<file path="config.mk">
export PLATFORM = sky130hd
export DESIGN_NAME = uart_tx_fifo
export DESIGN_NICKNAME = d
export VERILOG_FILES = /design/src/rtl/uart_pkg.sv /design/src/rtl/uart_tx_fifo_sync_fifo.sv /design/src/rtl/uart_tx_fifo.sv
export SDC_FILE = /design/constraint.sdc
export NUM_CORES = 1
export LEC_CHECK = 0
export ABC_CLOCK_PERIOD_IN_PS = 2750
export BUFFER_PORTS_ARGS = -buffer_cell sky130_fd_sc_hd__buf_2
export CAP_MARGIN = 20
export CORE_MARGIN = 3
export CORE_UTILIZATION = 28
export DETAILED_ROUTE_END_ITERATION = 6
export SLEW_MARGIN = 20
export SYNTH_ARGS = -nofsm -noshare
export SYNTH_HDL_FRONTEND = slang
export SYNTH_SLANG_ARGS = --single-unit
</file>
<file path="constraint.sdc">
create_clock -name clock -period 2.75 [get_ports clock]
set_clock_uncertainty 0.2 [all_clocks]
set_input_delay 0.275 -clock clock [delete_from_list [all_inputs] [get_ports clock]]
set_output_delay 0.275 -clock clock [all_outputs]
set_load 0.01 [all_outputs]
</file>
<file path="src/rtl/uart_pkg.sv">
// Definitions shared by the UART blocks: issue FSM state encoding,
// default line settings and byte width.
package uart_pkg;

    localparam int BYTE_W     = 8;
    localparam int BAUDRATE   = 115200;
    localparam int CLOCK_FREQ = 27000000;

    typedef enum logic [1:0] {
        ST_IDLE      = 2'd0,
        ST_ISSUE     = 2'd1,
        ST_WAIT_BUSY = 2'd2,
        ST_WAIT_DONE = 2'd3
    } tx_state_e;

endpackage

</file>
<file path="src/rtl/uart_tx_fifo_sync_fifo.sv">
// Single-clock FIFO with count-based full/empty and a synchronous flush.
module sync_fifo #(
    parameter int WIDTH = 8,
    parameter int DEPTH = 16,
    localparam int ADDR_W = $clog2(DEPTH)
) (
    input  logic              clock,
    input  logic              reset,
    input  logic              i_flush,
    input  logic              i_wr_en,
    input  logic [WIDTH-1:0]  i_wr_data,
    input  logic              i_rd_en,
    output logic [WIDTH-1:0]  o_rd_data,
    output logic [ADDR_W:0]   o_count,
    output logic              o_full,
    output logic              o_empty
);

    logic [WIDTH-1:0]  r_mem [DEPTH];
    logic [ADDR_W-1:0] r_wr_ptr;
    logic [ADDR_W-1:0] r_rd_ptr;
    logic [ADDR_W:0]   r_count;
    logic              w_wr;
    logic              w_rd;

    assign o_full    = (r_count == (ADDR_W+1)'(DEPTH));
    assign o_empty   = (r_count == '0);
    assign o_count   = r_count;
    assign o_rd_data = r_mem[r_rd_ptr];

    // Flush wins over both a same-cycle write and pop.
    assign w_wr = i_wr_en && !o_full && !i_flush;
    assign w_rd = i_rd_en && !o_empty && !i_flush;

    always_ff @(posedge clock) begin
        if (reset || i_flush) begin
            r_wr_ptr <= '0;
            r_rd_ptr <= '0;
            r_count  <= '0;
        end else begin
            if (w_wr) r_wr_ptr <= r_wr_ptr + 1'b1;
            if (w_rd) r_rd_ptr <= r_rd_ptr + 1'b1;
            case ({w_wr, w_rd})
                2'b10:   r_count <= r_count + 1'b1;
                2'b01:   r_count <= r_count - 1'b1;
                default: r_count <= r_count;
            endcase
        end
    end

    always_ff @(posedge clock) begin
        if (w_wr) r_mem[r_wr_ptr] <= i_wr_data;
    end

endmodule

</file>
<file path="src/rtl/uart_tx_fifo.sv">
// Byte FIFO in front of the UART transmitter; issues one byte per
// tx_start pulse and declares it lost if tx_busy never answers.
module uart_tx_fifo
    import uart_pkg::*;
#(
    parameter int DEPTH        = 16,
    parameter int BUSY_TIMEOUT = 4,
    localparam int ADDR_W = $clog2(DEPTH)
) (
    input  logic              clock,
    input  logic              reset,
    input  logic [BYTE_W-1:0] in_data,
    input  logic              in_valid,
    output logic              in_ready,
    input  logic              flush,
    output logic              tx_start,
    output logic [BYTE_W-1:0] tx_data,
    input  logic              tx_busy,
    output logic [ADDR_W:0]   count,
    output logic              idle,
    output logic              err_lost
);

    localparam int CNT_W = $clog2(BUSY_TIMEOUT);
    localparam logic [CNT_W-1:0] CNT_LAST = CNT_W'(BUSY_TIMEOUT - 1);

    tx_state_e         r_state;
    tx_state_e         w_state_nxt;
    logic [CNT_W-1:0]  r_tmo_cnt;
    logic              r_tx_start;
    logic              r_err_lost;
    logic [BYTE_W-1:0] r_tx_data;
    logic [BYTE_W-1:0] w_rd_data;
    logic              w_full;
    logic              w_empty;
    logic              w_pop;
    logic              w_timeout;

    sync_fifo #(
        .WIDTH (BYTE_W),
        .DEPTH (DEPTH)
    ) u_fifo (
        .clock     (clock),
        .reset     (reset),
        .i_flush   (flush),
        .i_wr_en   (in_valid),
        .i_wr_data (in_data),
        .i_rd_en   (w_pop),
        .o_rd_data (w_rd_data),
        .o_count   (count),
        .o_full    (w_full),
        .o_empty   (w_empty)
    );

    assign in_ready = !w_full;
    assign idle     = w_empty && (r_state == ST_IDLE) && !tx_busy;
    assign tx_start = r_tx_start;
    assign tx_data  = r_tx_data;
    assign err_lost = r_err_lost;

    always_comb begin
        w_state_nxt = r_state;
        w_pop       = 1'b0;
        w_timeout   = 1'b0;
        case (r_state)
            ST_IDLE: begin
                if (!w_empty && !tx_busy && !flush) begin
                    w_state_nxt = ST_ISSUE;
                    w_pop       = 1'b1;
                end
            end
            ST_ISSUE: w_state_nxt = ST_WAIT_BUSY;
            ST_WAIT_BUSY: begin
                if (tx_busy) begin
                    w_state_nxt = ST_WAIT_DONE;
                end else if (r_tmo_cnt == CNT_LAST) begin
                    w_state_nxt = ST_IDLE;
                    w_timeout   = 1'b1;
                end
            end
            ST_WAIT_DONE: begin
                if (!tx_busy) w_state_nxt = ST_IDLE;
            end
            default: w_state_nxt = ST_IDLE;
        endcase
    end

    always_ff @(posedge clock) begin
        if (reset) begin
            r_state    <= ST_IDLE;
            r_tx_start <= 1'b0;
            r_tx_data  <= '0;
            r_err_lost <= 1'b0;
            r_tmo_cnt  <= '0;
        end else begin
            r_state    <= w_state_nxt;
            r_tx_start <= w_pop;
            r_err_lost <= w_timeout;
            if (w_pop) r_tx_data <= w_rd_data;
            // Counter only runs while waiting for the transmitter to answer.
            if (r_state == ST_WAIT_BUSY && !tx_busy) r_tmo_cnt <= r_tmo_cnt + 1'b1;
            else                                     r_tmo_cnt <= '0;
        end
    end

endmodule
</file>
# Word level (Yosys, flattened, before mapping)

Memory sizes are Yosys's and may differ from the RTL's. A register that Yosys moved wholly into a read port is not among the register bits.
Index checks and enable logic that the tools add are counted.

Bits in registers: 19
Memory bits (writable): 128
Input port bits: 13
Output and inout port bits: 17
Word-level logic and storage cells: 56
Memories: 1

Add/sub/neg operators: 5
Equal/unequal tests: 10
Multiplexer cells: 11
Bitwise logic cells: 2
Reduce and logical (&&, ||, !) cells: 20

Memories:

| name         | words | width | rd ports | clocked after Yosys merged registers in | wr ports | RTL line                     | RTL |
|---|---|---|---|---|---|---|---|
| u_fifo.r_mem | 16    | 8     | 1        | 1                                       | 1        | uart_tx_fifo_sync_fifo.sv:19 | `logic [WIDTH-1:0] r_mem [DEPTH];` |

Operators with widths:

| operator              | number |
|---|---|
| $pmux W5 S2           | 1 |
| $logic_and A1 B1 Y1   | 9 |
| $add A4 B1 Y4 const B | 2 |
| $eq A2 B2 Y1 const B  | 4 |
| $mux W2               | 4 |
| $pmux W2 S4           | 1 |
| $add A5 B1 Y5 const B | 1 |
| $eq A5 B5 Y1 const B  | 1 |
| $logic_not A5 Y1      | 1 |
| $mux W1               | 5 |
| $sub A5 B1 Y5 const B | 1 |
| $eq A2 B1 Y1 const B  | 2 |
| $logic_not A1 Y1      | 4 |
| $ne A3 B3 Y1 const B  | 1 |
| $reduce_and A3 Y1     | 1 |
| $reduce_or A3 Y1      | 1 |
| $add A2 B1 Y2 const B | 1 |
| $logic_not A2 Y1      | 1 |
| $ne A2 B1 Y1 const B  | 1 |
| $ne A2 B2 Y1 const B  | 1 |
| $not A1 Y1            | 2 |
| $reduce_bool A2 Y1    | 1 |
| $reduce_or A2 Y1      | 1 |
| $logic_or A1 B1 Y1    | 1 |

# Logic depth before layout (Yosys ltp)

Word-level depth: 10
Depth in mapped cells: 11
Depth with buffers taken out: 11

# Modules after synthesis

Synthesis repeated with hierarchy kept, for this count alone.

Cells, all modules: 371
Area, all modules: 6582.6 sq um

By module, submodules not included:

| module       | times used | cells each | area each (sq um) | sequential area each (sq um) |
|---|---|---|---|---|
| sync_fifo    | 1          | 313        | 5998.3            | 4184.0 |
| uart_tx_fifo | 1          | 58         | 584.3             | 280.3 |

# Worst setup path after synthesis

Ideal clock, no wire load.

Path kind: register to register
Start: register r_state[1]
End: register u_fifo.r_count[4] (netlist: u_fifo.o_count[4])
Library setup time: 0.070 ns
Arrival time: 2.677 ns
Required time: 2.480 ns
Path slack: -0.197 ns
Stages on the path, launching flop included: 12
Buffers on the path: 1
Period minus slack after synthesis: 2.947 ns
Path through: dfxtp_1 or4_4 a21oi_4 buf_4 ha_1 inv_1 fa_1 nor2b_1 o21ai_0 nor4b_1 or3_1 a21oi_1

Cells in the longest elaborated chain, start to end: 6
Elaborated cells between the ends (all ways): 8
Those cells by class: eq/ne: 2; mux: 2; reduce/logical: 4

Ends and longest elaborated chain:

| element                                                  | RTL line                     | RTL |
|---|---|---|
| start, declared                                          | uart_tx_fifo.sv:27           | `tx_state_e r_state;` |
| start signal, assigned                                   | uart_tx_fifo.sv:96           | `r_state <= w_state_nxt;` |
| $logic_not A2 Y1 (*)                                     | uart_tx_fifo.sv:65           | `case (r_state)` |
| $mux W1 (*)                                              | uart_tx_fifo.sv:65           |  |
| $logic_and A1 B1 Y1 (*) (2 in series)                    | uart_tx_fifo_sync_fifo.sv:33 | `assign w_rd = i_rd_en && !o_empty && !i_flush;` |
| via u_fifo.w_rd                                          | uart_tx_fifo_sync_fifo.sv:24 | `logic w_rd;` |
| $eq A2 B1 Y1 / $eq A2 B2 Y1 (equally long branches)      | uart_tx_fifo_sync_fifo.sv:43 | `case ({w_wr, w_rd})` |
| $pmux W5 S2 / $reduce_bool A2 Y1 (equally long branches) | n/a                          |  |
| end signal, assigned                                     | uart_tx_fifo_sync_fifo.sv:44 | `2'b10: r_count <= r_count + 1'b1;` |
| end signal, assigned                                     | uart_tx_fifo_sync_fifo.sv:45 | `2'b01: r_count <= r_count - 1'b1;` |
| end signal, assigned                                     | uart_tx_fifo_sync_fifo.sv:46 | `default: r_count <= r_count;` |
| end, declared                                            | uart_tx_fifo_sync_fifo.sv:22 | `logic [ADDR_W:0] r_count;` |

The timed path passes the listed nets; every way through them passes the cells marked *.
A chain may end at the register's enable or synchronous reset.

# Worst setup path after layout

Start: register r_state[0]
End: register u_fifo.r_count[4] (netlist: u_fifo.o_count[4])

Cells in the longest elaborated chain, start to end: 6
Elaborated cells between the ends (all ways): 8
Those cells by class: eq/ne: 2; mux: 2; reduce/logical: 4

Ends and longest elaborated chain:

| element                                                  | RTL line |
|---|---|
| $logic_not A2 Y1 (*)                                     | uart_tx_fifo.sv:65 |
| $mux W1 (*)                                              | uart_tx_fifo.sv:65 |
| $logic_and A1 B1 Y1 (*) (2 in series)                    | uart_tx_fifo_sync_fifo.sv:33 |
| $eq A2 B1 Y1 / $eq A2 B2 Y1 (equally long branches)      | uart_tx_fifo_sync_fifo.sv:43 |
| $pmux W5 S2 / $reduce_bool A2 Y1 (equally long branches) | n/a |

Every way passes the cells marked *; elsewhere a longest branch is shown, timed or not.

==> results.sh <==
export IMPL_p_clk_share_pct=46.8
export IMPL_place_hpwl_mm=8.54
export IMPL_gr_total_overflow=0
export IMPL_ctsHoldBuffers=0
export IMPL_wire_per_inst_um=16.5
export IMPL_intPower_uw=4080
export IMPL_hold_path_class="primary input to register"
export IMPL_synth_cells=400
export IMPL_cts_root_buf="clkbuf_16"
export IMPL_worstMarginPinSlew_ns=0.617
export IMPL_ir_worst_vdd_v=0.000432
export IMPL_synth_cell_type_count=38
export IMPL_cts_made_buffers=17
export IMPL_slew_violations=0
export IMPL_finalInstanceArea_sq_um=7540
export IMPL_cts_sinks=155
export IMPL_setup_violations=0
export IMPL_synth_seq_cells=155
export IMPL_cp_start_kind="register"
export IMPL_pwr_share_seq_pct=50.7
export IMPL_core_sq_um=21400
export IMPL_crit_fanout=4
export IMPL_htree_levels=4
export IMPL_fill_cells=2013
export IMPL_first_global_vias=3499
export IMPL_gp_congestion=0.821
export IMPL_grt_pass1_wl_mm=19.2
export IMPL_rsz0062_at_grt="true"
export IMPL_synthTopCellsByCount="edfxtp_1, mux2i_1, nor2_1"
export IMPL_synth_yosys_seq_area_share_pct=70.5
export IMPL_cp_required_ns=2.90
export IMPL_netlist_top_cells_area="edfxtp_1, dfxtp_1, mux2i_1"
export IMPL_period_needed_ns=2.71
export IMPL_num_vias=3462
export IMPL_drive_above_1_share_pct=25.3
export IMPL_die_w_um=155
export IMPL_drc=0
export IMPL_viasPerCell=4.63
export IMPL_postRouteAntennaNets=0
export IMPL_r2r_slack_ns=0.04
export IMPL_pin_count=30
export IMPL_clkTransAtPathRegs_ns=0.06
export IMPL_synth_top_area_share_pct=61.8
export IMPL_p_switching_uw=962
export IMPL_post_dp_cell_area_sq_um=6850
export IMPL_swShare_pct=19.1
export IMPL_async_flop_share_pct=0
export IMPL_timing_hold_ws_ns=0.0193
export IMPL_drt_iter0_drc=195
export IMPL_crit_type="register to register"
export IMPL_nNetsFinal=482
export IMPL_fmax_mhz=368
export IMPL_maxCapViolCount=0
export IMPL_status="completed"
export IMPL_synthFlopType="edfxtp_1"
export IMPL_relSlewSlack_pct=58.8
export IMPL_ys_warn_count=0
export IMPL_die_area_sq_um=24000
export IMPL_dr_pass1_iters=5
export IMPL_place_ws_ns=-0.0285
export IMPL_worstSkewPairLatency_ns=0.42
export IMPL_grtUsageTotal_pct=10.7
export IMPL_hold_viol_final=0
export IMPL_post_route_worst_setup_slack_ns=0.0359
export IMPL_fp_dieH_um=155
export IMPL_crit_arrival_ns=2.86
export IMPL_syn_area_per_cell_sq_um=15.6
export IMPL_rows=53
export IMPL_synthesis_nets=424
export IMPL_portBuffers=29
export IMPL_initial_utilization_pct=29.0
export IMPL_cts_tree="done"
export IMPL_synthToLayoutAreaGrowth_pct=21.1
export IMPL_worst_setup_path_end_kind="register"
export IMPL_comb_power_share_pct=2.5
export IMPL_yosysMostFrequentCell="edfxtp_1"
export IMPL_fin_util_pct=35.2
export IMPL_min_period_over_period_pct=98.7
export IMPL_fin_tns_setup_ns=0
export IMPL_grt_antenna_before_repair=2
export IMPL_wirelength_mm=12.3
export IMPL_syn_area_sq_um=6220
export IMPL_clk_path_buf_depth=2
export IMPL_powerDensity_nw_per_um2=669
export IMPL_grt_max_degree=29
export IMPL_p_leak_uw=0.00244
export IMPL_synth_top_area_cell="edfxtp_1"
export IMPL_synth_edff_count=128
worst max-delay path, stage by stage, from the launching register on:
cell and delay (ns):
dfxtp_2 0.32, or4_4 0.49, a21oi_4 0.17, ha_4 0.19, inv_4 0.04, fa_2 0.37
nor2b_4 0.14, o21ai_2 0.08, nor4b_4 0.13, or3_4 0.39, a21oi_2 0.14
area by class of cell:
type / count / area (sq um) / share of cell area [%]
Clock inverter: 9 / 108 / 1.43
Clock buffer: 23 / 509 / 6.76
Sequential cell: 155 / 4390 / 58.2
Multi-Input combinational cell: 217 / 1750 / 23.2
Timing Repair Buffer: 58 / 400 / 5.31
Inverter: 9 / 36.3 / 0.481
Antenna cell: 2 / 5.00 / 0.0664
Tap cell: 275 / 344 / 4.57
logic make-up (layout without fill, tap and decap cells):
group	count (synthesis)	in the layout	synth area share [%]
AOI/OAI and AO/OA	47	47	5.45
xor gates and xnor gates	8	8	1.13
adders and majority gates	11	11	2.33
buffers and inverters	28	99	2.25
DFF	155	155	70.5
muxes	54	54	10.9
other	0	2	0
and+or+nand+nor	97	97	7.46
path summary, 6_finish.rpt:
| check | depth (start not counted) | to | start |
|---|---|---|---|
| worst max-delay path | 10 | u_fifo.o_count[4]$_SDFFE_PP0P_ | r_state[0]$_SDFFE_PP0P_ |
| worst min-delay path | 2 | r_state[0]$_SDFFE_PP0P_ | reset |
| worst max register to register | 10 | u_fifo.o_count[4]$_SDFFE_PP0P_ | r_state[0]$_SDFFE_PP0P_ |
| worst min register to register | 1 | r_tmo_cnt[0]$_SDFF_PP0_ | r_tmo_cnt[0]$_SDFF_PP0_ |
power by group through the flow:
stage	combinational (uW)	sequential [uW]	clock (uW)
2_1_floorplan	53.8	2610	0
3_3_place_gp	121	2610	0
3_5_place_dp	125	2610	0
4_1_cts	125	2560	2410
5_1_grt	139	2560	2520
6_report	125	2560	2360
stage by stage:
step                      total power (uW)  instances
after floorplan                       2660        400
after CTS                             5090        743
after global placement                2730        711
after global routing                  5220        746
after detailed placement              2730        711
final                                 5040        748
layer usage:
layer / vias up / share of wire (%) / track usage [%]
li1: 1646 / - / -
met1: 1720 / 42 / 12.7
met2: 76 / 50 / 17.7
met3: 18 / 5.8 / 3.81
met4: 2 / 1.9 / 4.50
met5: - / 0.16 / 0
cell usage in the layout, fill, tap and decap left out, types with 3 or more instances in the layout:
master and instances:
buf_12 3, buf_2 29, a21oi_1 7, nor2b_1 4
ha_1 9, o21ai_0 4, a311oi_2 4, a211oi_1 5
nand2b_1 3, clkinv_4 3, dfxtp_1 25, clkinv_2 3
xor2_1 5, nor3_1 13, mux4_2 11, nand2_1 22
edfxtp_1 128, clkbuf_8 4, nor2_1 39, clkbuf_16 18
buf_4 26, o22ai_1 21, xnor2_1 3, inv_1 8
mux2i_1 43
what timing repair did:
item,CTS,global route
buffers inserted,0,3
gates resized for setup,0,10
setup endpoints to repair,0,1
flip-flops by register name, indices dropped and copies added, names as in the netlist:
| name | flops |
|---|---|
| u_fifo.r_mem | 128 |
| tx_data | 8 |
| u_fifo.o_count | 5 |
| u_fifo.r_rd_ptr | 4 |
| u_fifo.r_wr_ptr | 4 |
| r_state | 2 |
| r_tmo_cnt | 2 |
| err_lost | 1 |
| tx_start | 1 |
No activity file was read; power rests on OpenSTA's default activity.
